<file path="config.mk">
export PLATFORM = sky130hd
export DESIGN_NAME = seg7_scan_display
export DESIGN_NICKNAME = d
export VERILOG_FILES = /design/src/rtl/seg7_pkg.sv /design/src/rtl/hex_to_seg7.sv /design/src/rtl/seg7_scan_display.sv
export SDC_FILE = /design/constraint.sdc
export NUM_CORES = 1
export LEC_CHECK = 0
export CORE_AREA = 2 2 90 84
export DETAILED_ROUTE_END_ITERATION = 12
export DIE_AREA = 0 0 92 86
export PLACE_DENSITY_LB_ADDON = 0.25
export SYNTH_ARGS = -nofsm -noshare
export SYNTH_HDL_FRONTEND = slang
export SYNTH_SLANG_ARGS = --single-unit
</file>
<file path="constraint.sdc">
create_clock -name clk -period 2.32 [get_ports clk]
set_clock_uncertainty 0.2 [all_clocks]
set_input_delay 0.348 -clock clk [delete_from_list [all_inputs] [get_ports clk]]
set_output_delay 0.348 -clock clk [all_outputs]
set_load 0.1 [all_outputs]
</file>
<file path="src/rtl/seg7_pkg.sv">
// seg7_pkg: shared digit count, index width and hex segment patterns (active-high gfedcba).
package seg7_pkg;
  localparam int DIGITS = 8;
  localparam int IDX_W = 3;
  localparam logic [6:0] SEG_BLANK = 7'b0000000;
  localparam logic [6:0] SEG_HEX [0:15] = '{
    7'b0111111, 7'b0000110, 7'b1011011, 7'b1001111,
    7'b1100110, 7'b1101101, 7'b1111101, 7'b0000111,
    7'b1111111, 7'b1101111, 7'b1110111, 7'b1111100,
    7'b0111001, 7'b1011110, 7'b1111001, 7'b1110001
  };
endpackage

</file>
<file path="src/rtl/hex_to_seg7.sv">
// hex_to_seg7: nibble to active-high gfedcba pattern; SEG7_BLANK_F_EN renders F as blank.
module hex_to_seg7
  import seg7_pkg::*;
(
  input  logic [3:0] nib,
  output logic [6:0] seg
);
`ifdef SEG7_BLANK_F_EN
  assign seg = (nib == 4'hF) ? SEG_BLANK : SEG_HEX[nib];
`else
  assign seg = SEG_HEX[nib];
`endif
endmodule

</file>
<file path="src/rtl/seg7_scan_display.sv">
// seg7_scan_display: 8-digit multiplexed 7-seg scanner with frame-boundary word capture.
// Optional SEG7_BLANK_F_EN (in hex_to_seg7) blanks nibble F.
module seg7_scan_display
  import seg7_pkg::*;
#(
  parameter int CLK_DIV    = 50000,
  parameter bit ACTIVE_LOW = 1'b1
) (
  input  logic                clk,
  input  logic                rst,
  input  logic [31:0]         data_in,
  input  logic                load,
  output logic                frame_tick,
  output logic [DIGITS-1:0]   an,
  output logic [6:0]          seg,
  output logic                dp
);
  localparam int CNT_W = $clog2(CLK_DIV);
  logic [CNT_W-1:0]  r_cnt;
  logic [IDX_W-1:0]  r_idx;
  logic [31:0]       r_disp;
  logic [DIGITS-1:0] r_an;
  logic [6:0]        r_seg;
  logic              w_step;
  logic [3:0]        w_nib;
  logic [6:0]        w_hex;
  assign w_step     = (r_cnt == CNT_W'(CLK_DIV - 1));
  assign frame_tick = w_step && (r_idx == IDX_W'(DIGITS - 1));
  assign w_nib      = r_disp[{r_idx, 2'b00} +: 4];
  hex_to_seg7 u_dec (.nib(w_nib), .seg(w_hex));
  // Output registers hold active-high values; polarity is applied on the way out.
  always_ff @(posedge clk or posedge rst) begin
    if (rst) begin
      r_cnt  <= '0;
      r_idx  <= '0;
      r_disp <= '0;
      r_an   <= '0;
      r_seg  <= '0;
    end else begin
      r_cnt <= w_step ? '0 : r_cnt + 1'b1;
      if (w_step) r_idx <= r_idx + 1'b1;
      if (frame_tick && load) r_disp <= data_in;
      r_an  <= DIGITS'(1) << r_idx;
      r_seg <= w_hex;
    end
  end
  assign an  = r_an ^ {DIGITS{ACTIVE_LOW}};
  assign seg = r_seg ^ {7{ACTIVE_LOW}};
  assign dp  = ACTIVE_LOW;
endmodule
</file>
Word level (Yosys, flattened, before mapping):

Memories as Yosys holds them, arrays and structs flattened. A register that Yosys moved wholly into a read port is not among the register bits.
Index checks and enable logic that the tools add are counted.

* bitwise logic cells: 3
* add/subtract/negate cells: 2
* muxes and demuxes: 1
* equal/unequal tests: 2
* reduce and logical (&&, ||, !) cells: 2
* shifts and indexed selects: 2

Operators by type and width (count)
* variable part select 32 x 6 -> 4 bit: 1
* adder 16 x 1 -> 16 bit (second input constant): 1
* == test 16 bit (second input constant): 1
* 2-to-1 mux 16 bit: 1
* NOT 8 bit: 1
* left shift 1 x 3 -> 8 bit (first input constant): 1
* NOT 7 bit: 1
* NOT 4 -> 5 bit: 1
* adder 3 x 1 -> 3 bit (second input constant): 1
* == test 3 bit (second input constant): 1
* logical AND 1 bit: 2

* memory bits (read-only): 112
* word-level logic and storage cells: 17
* bits of input ports: 35
* output and inout port bits: 17
* register bits after elaboration: 59
* memories kept: 1

Memories
* (name not given): words 16, bits a word 7, rd ports 1, clocked after Yosys merged registers in 1, wr ports 0, RTL line hex_to_seg7.sv:11 `assign seg = SEG_HEX[nib];`

Depth between registers and ports, before layout:

* depth after elaboration: 3
* depth in mapped cells: 9

Hierarchy:

From an unflattened synthesis, not the netlist that was laid out.

* cells, all modules: 252
* area, all modules: 3305.7 um^2

By module, submodules not included
* seg7_scan_display: area an instance 3017.9 um^2, cells an instance 219, times used 1
* hex_to_seg7: area an instance 287.8 um^2, cells an instance 33, times used 1

Worst setup path after synthesis:

No wires, ideal clock.

* path type: reg2reg
* from: reg r_idx[0]
* to: reg r_seg[3]
* arrival: 2.093 ns
* data required time: 2.041 ns
* path slack: -0.052 ns
* library setup time: 0.079 ns
* clock period less this slack: 2.372 ns
* buffers on the path: 1
* stages on the path, launching flop included: 8
* cells stage by stage: dfrtp_1 buf_6 mux4_1 mux2i_4 inv_1 ha_1 mux2_1 mux2i_1

* word-level cells in the longest chain between the ends: 2

Ends and longest elaborated chain
* start: declaration: RTL line seg7_scan_display.sv:20 `logic [IDX_W-1:0] r_idx;`
* start signal: assignment: RTL line seg7_scan_display.sv:41 `if (w_step) r_idx <= r_idx + 1'b1;`
* variable part select 32 x 6 -> 4 bit: RTL line seg7_scan_display.sv:29 `assign w_nib = r_disp[{r_idx, 2'b00} +: 4];`
* NOT 4 -> 5 bit (implied by the code): RTL line hex_to_seg7.sv:11
* end: declaration: RTL line seg7_scan_display.sv:23 `logic [6:0] r_seg;`

No other way between the ends.
A chain may end at the register's enable or synchronous reset.

Worst setup path after layout:

* from: reg r_cnt[12]
* to: out frame_tick

* word-level cells in the longest chain between the ends: 2

Ends and longest elaborated chain
* start: declaration: RTL line seg7_scan_display.sv:19 `logic [CNT_W-1:0] r_cnt;`
* start signal: assignment: RTL line seg7_scan_display.sv:40 `r_cnt <= w_step ? '0 : r_cnt + 1'b1;`
* == test 16 bit: RTL line seg7_scan_display.sv:27 `assign w_step = (r_cnt == CNT_W'(CLK_DIV - 1));`
* logical AND 1 bit: RTL line seg7_scan_display.sv:28 `assign frame_tick = w_step && (r_idx == IDX_W'(DIGITS - 1));`
* end: declaration: RTL line seg7_scan_display.sv:13 `output logic frame_tick,`

No other way between the ends.

==> results by group <==
Global routing
  – First-pass GRT wire length: 10.32 mm
  – Vias in the first global route: 2097
  – Initial antenna violation count: 0
  – Global-route total usage across every layer: 17.20%
  – Global route overflow: 0
  – Largest net degree at the start of global routing: 33

Floorplanning
  – Core ar.: 6894 um2
  – Initial Util: 47.31%
  – Die area: 7912 um2
  – Die width: 92 um
  – Io pins: 52
  – # rows: 29
  – Die Y: 86 um

Timing
  – Worst hold margin: 0.1263 ns
  – Final Hold Fails: 0
  – Max-slew violation total from the final report: 0
  – Fmax achieved: 425.8 MHz
  – Setup Viol. Count Final: 1
  – Tcrit/Tclk final: 101.2%
  – RSZ-0062 raised after global routing: yes
  – Fin crit period: 2.349 ns
  – Worst setup margin: -0.02877 ns

Worst hold path
  – Hold crit path type: primary input to async pin

Synthesis
  – Synth warnings: 0
  – Netlist Area Pre-Place: 3262 um2
  – Yosys reg bits: 66
  – Avg Inst Size Synth: 12.94 um2
  – Syn Inst Count: 252
  – Register area share after synthesis: 50.63%
  – Syn_nets: 301
  – Cell variety after synth: 44

Route
  – Drt pass-1 iters: 4
  – Initial DRC count: 76
  – WL final: 6.223 mm
  – Avg WL per Cell: 14.71 um
  – Vias/cell: 4.913
  – DRC violation count after routing: 0
  – Via count: 2078
  – Final ANT Viol Nets: 0

Run status
  – Status: complete, but fails checks
  – Failing checks: negative setup slack

Critical path
  – CP Class: register to output port
  – Crit path from: r_cnt[12]
  – Worst Setup Start Kind: register
  – Max FO, Critical Path: 2
  – Delay-heaviest family, CP: simple AND/OR/NAND/NOR gates
  – R2r setup slk: 0.09 ns
  – WP data arrival: 1.80 ns
  – R2R Path Start: r_idx[0]
  – WP buf/inv: 2
  – Crit path cell chain: nor4bb_2, buf_4, nor4b_4, and4_4, buf_12
  – CP max stage cell: dfrtp_1
  – Critical Path RT: 1.77 ns
  – Worst setup EP type: output port
  – Worst path max stage delay: 0.40 ns

Power
  – VDD IR-drop max: 0.0002826 V
  – Pwr/cell area: 550.9 nW/um2
  – Leakage: 2.101 nW
  – Total power: 0.002342 W

Place
  – Port bufs: 50
  – Post-detail-place hpwl: 4.413 mm
  – Final GP Congestion: 0.8210

Layout
  – Ant. Diodes: 0
  – Share of cells above drive strength 1: 22.73%
  – # fillers: 567
  – Layout Nets: 374
  – Area delta synth->final: 30.34%

CTS
  – Num CTS Buffers: 9
  – Sink Count: 66
  – CTS tree: yes
  – Clock-pin slew on the worst setup and hold paths: 0.08 ns
  – Clock latency on the worst-skew pair: 0.34 ns
  – Longest Clk Path Bufs: 2
  – Root Buffer: clkbuf_8
  – CTS H-Tree Depth: 3

Flow run
  – Max cap viols: 0
## synth_stat cells, drive strengths merged
library cell   n  area share, %
and2           7            1.3
nor3b          1           0.38
or3            1           0.19
o32a           1           0.31
clkbuf         2           0.23
o21ai          3           0.46
or3b           1           0.27
nor2b          4           0.77
nand3          2           0.31
and3           5           0.96
nor4bb         2           0.61
xnor2          6            1.6
buf            9            2.7
nor3           2           0.31
xor2           7            1.9
a31oi          1           0.19
o31ai          1           0.23
o22a           2           0.54
nand4          5           0.96
nor4b          3            1.0
dfrtp         66             51
nand2         12            1.5
nand3b         1           0.23
inv           25            2.9
mux2          33             11
o211ai         1           0.23
mux4           8            6.2
ha            14            5.4
and4           2           0.54
mux2i          9            3.6
conb           1           0.11
a21oi          5           0.77
nor2           9            1.0
or4            1           0.23
## cell families (layout without fill, tap and decap cells)
| logic type | count (synthesis) | after routing | share of synthesized area (%) |
|---|---|---|---|
| xor+xnor | 13 | 13 | 3.491 |
| mux | 50 | 50 | 21.25 |
| compound gates | 14 | 14 | 2.724 |
| flops | 66 | 66 | 50.63 |
| buf+inv | 36 | 114 | 5.830 |
| simple gates | 58 | 58 | 10.59 |
| other cells | 1 | 1 | 0.1150 |
| fa+ha+maj | 14 | 14 | 5.370 |
## layer usage
metal	GRT usage, %	part of all wire (%)	vias to the layer above
met5	0	0	-
met4	6.513	1.1	0
met3	5.448	4.2	5
met2	26.67	48	48
met1	22.83	47	1013
li1	-	-	1012
## final cells by class
| cell class | instances | area (um2) | area share, % |
|---|---|---|---|
| sequential | 66 | 1653 | 38.88 |
| multi-input combinational | 150 | 1440 | 33.87 |
| timing repair buffer | 73 | 720.7 | 16.95 |
| clock buffer | 10 | 137.6 | 3.237 |
| tap | 93 | 116.4 | 2.737 |
| inverter | 25 | 93.84 | 2.207 |
| clock inverter | 6 | 90.09 | 2.119 |
## what timing repair did
action,4_1_cts,5_1_grt
pin swaps,2,2
buffers inserted,4,0
gates cloned,0,1
hold buffers,0,0
resized for setup,4,7
setup endpoints to repair,2,37
## layout by cell type (no fill, tap or decap), types with 3 or more instances in the layout
| cell | n |
|---|---|
| clkbuf_8 | 10 |
| buf_12 | 5 |
| clkdlybuf4s50_1 | 34 |
| nand4_1 | 5 |
| buf_4 | 31 |
| mux2_1 | 33 |
| nor2_1 | 9 |
| mux4_2 | 5 |
| and2_1 | 7 |
| mux2i_1 | 6 |
| inv_1 | 22 |
| ha_1 | 13 |
| xor2_1 | 7 |
| mux4_1 | 3 |
| xnor2_1 | 6 |
| dfrtp_1 | 65 |
| and3_1 | 4 |
| inv_2 | 3 |
| nand2_1 | 11 |
| nor2b_1 | 4 |
| a21oi_1 | 5 |
## per-stage QoR
stage	area (um2)	worst slack, ns	instances	utilization, %	setup TNS [ns]
after floorplan	3256	-0.01845	252	-	-0.01845
after global placement	3934	0.1024	402	57.06	0
after detailed placement	3934	0.0009253	402	57.06	0
after CTS	4209	-0.04506	422	61.05	-0.04506
after global routing	4252	-0.1416	423	61.67	-0.1416
final	4252	-0.02877	423	61.67	-0.02877
## flip-flops by register name, indices dropped and copies added (netlist names)
signal  flops
r_seg       7
r_idx       3
r_cnt      16
r_disp     32
r_an        8
## power by group
group	total, W	switching, W	leakage (nW)	internal [W]
logic	0.0000967	0.0000398	1.12	0.0000569
registers	0.00115	0	0.870	0.00115
clock network	0.00110	0.000460	0.112	0.000636
## path summary, 6_finish.rpt
kind,endpoint,depth (start not counted)
max,frame_tick,5
min,r_seg[2],2
max reg2reg,r_seg[3],8
min reg2reg,r_disp[25],1
max in group asynchronous,r_idx[0],3
min in group clk,r_disp[25],1
Note: power is estimated with default switching activity, not from simulation.
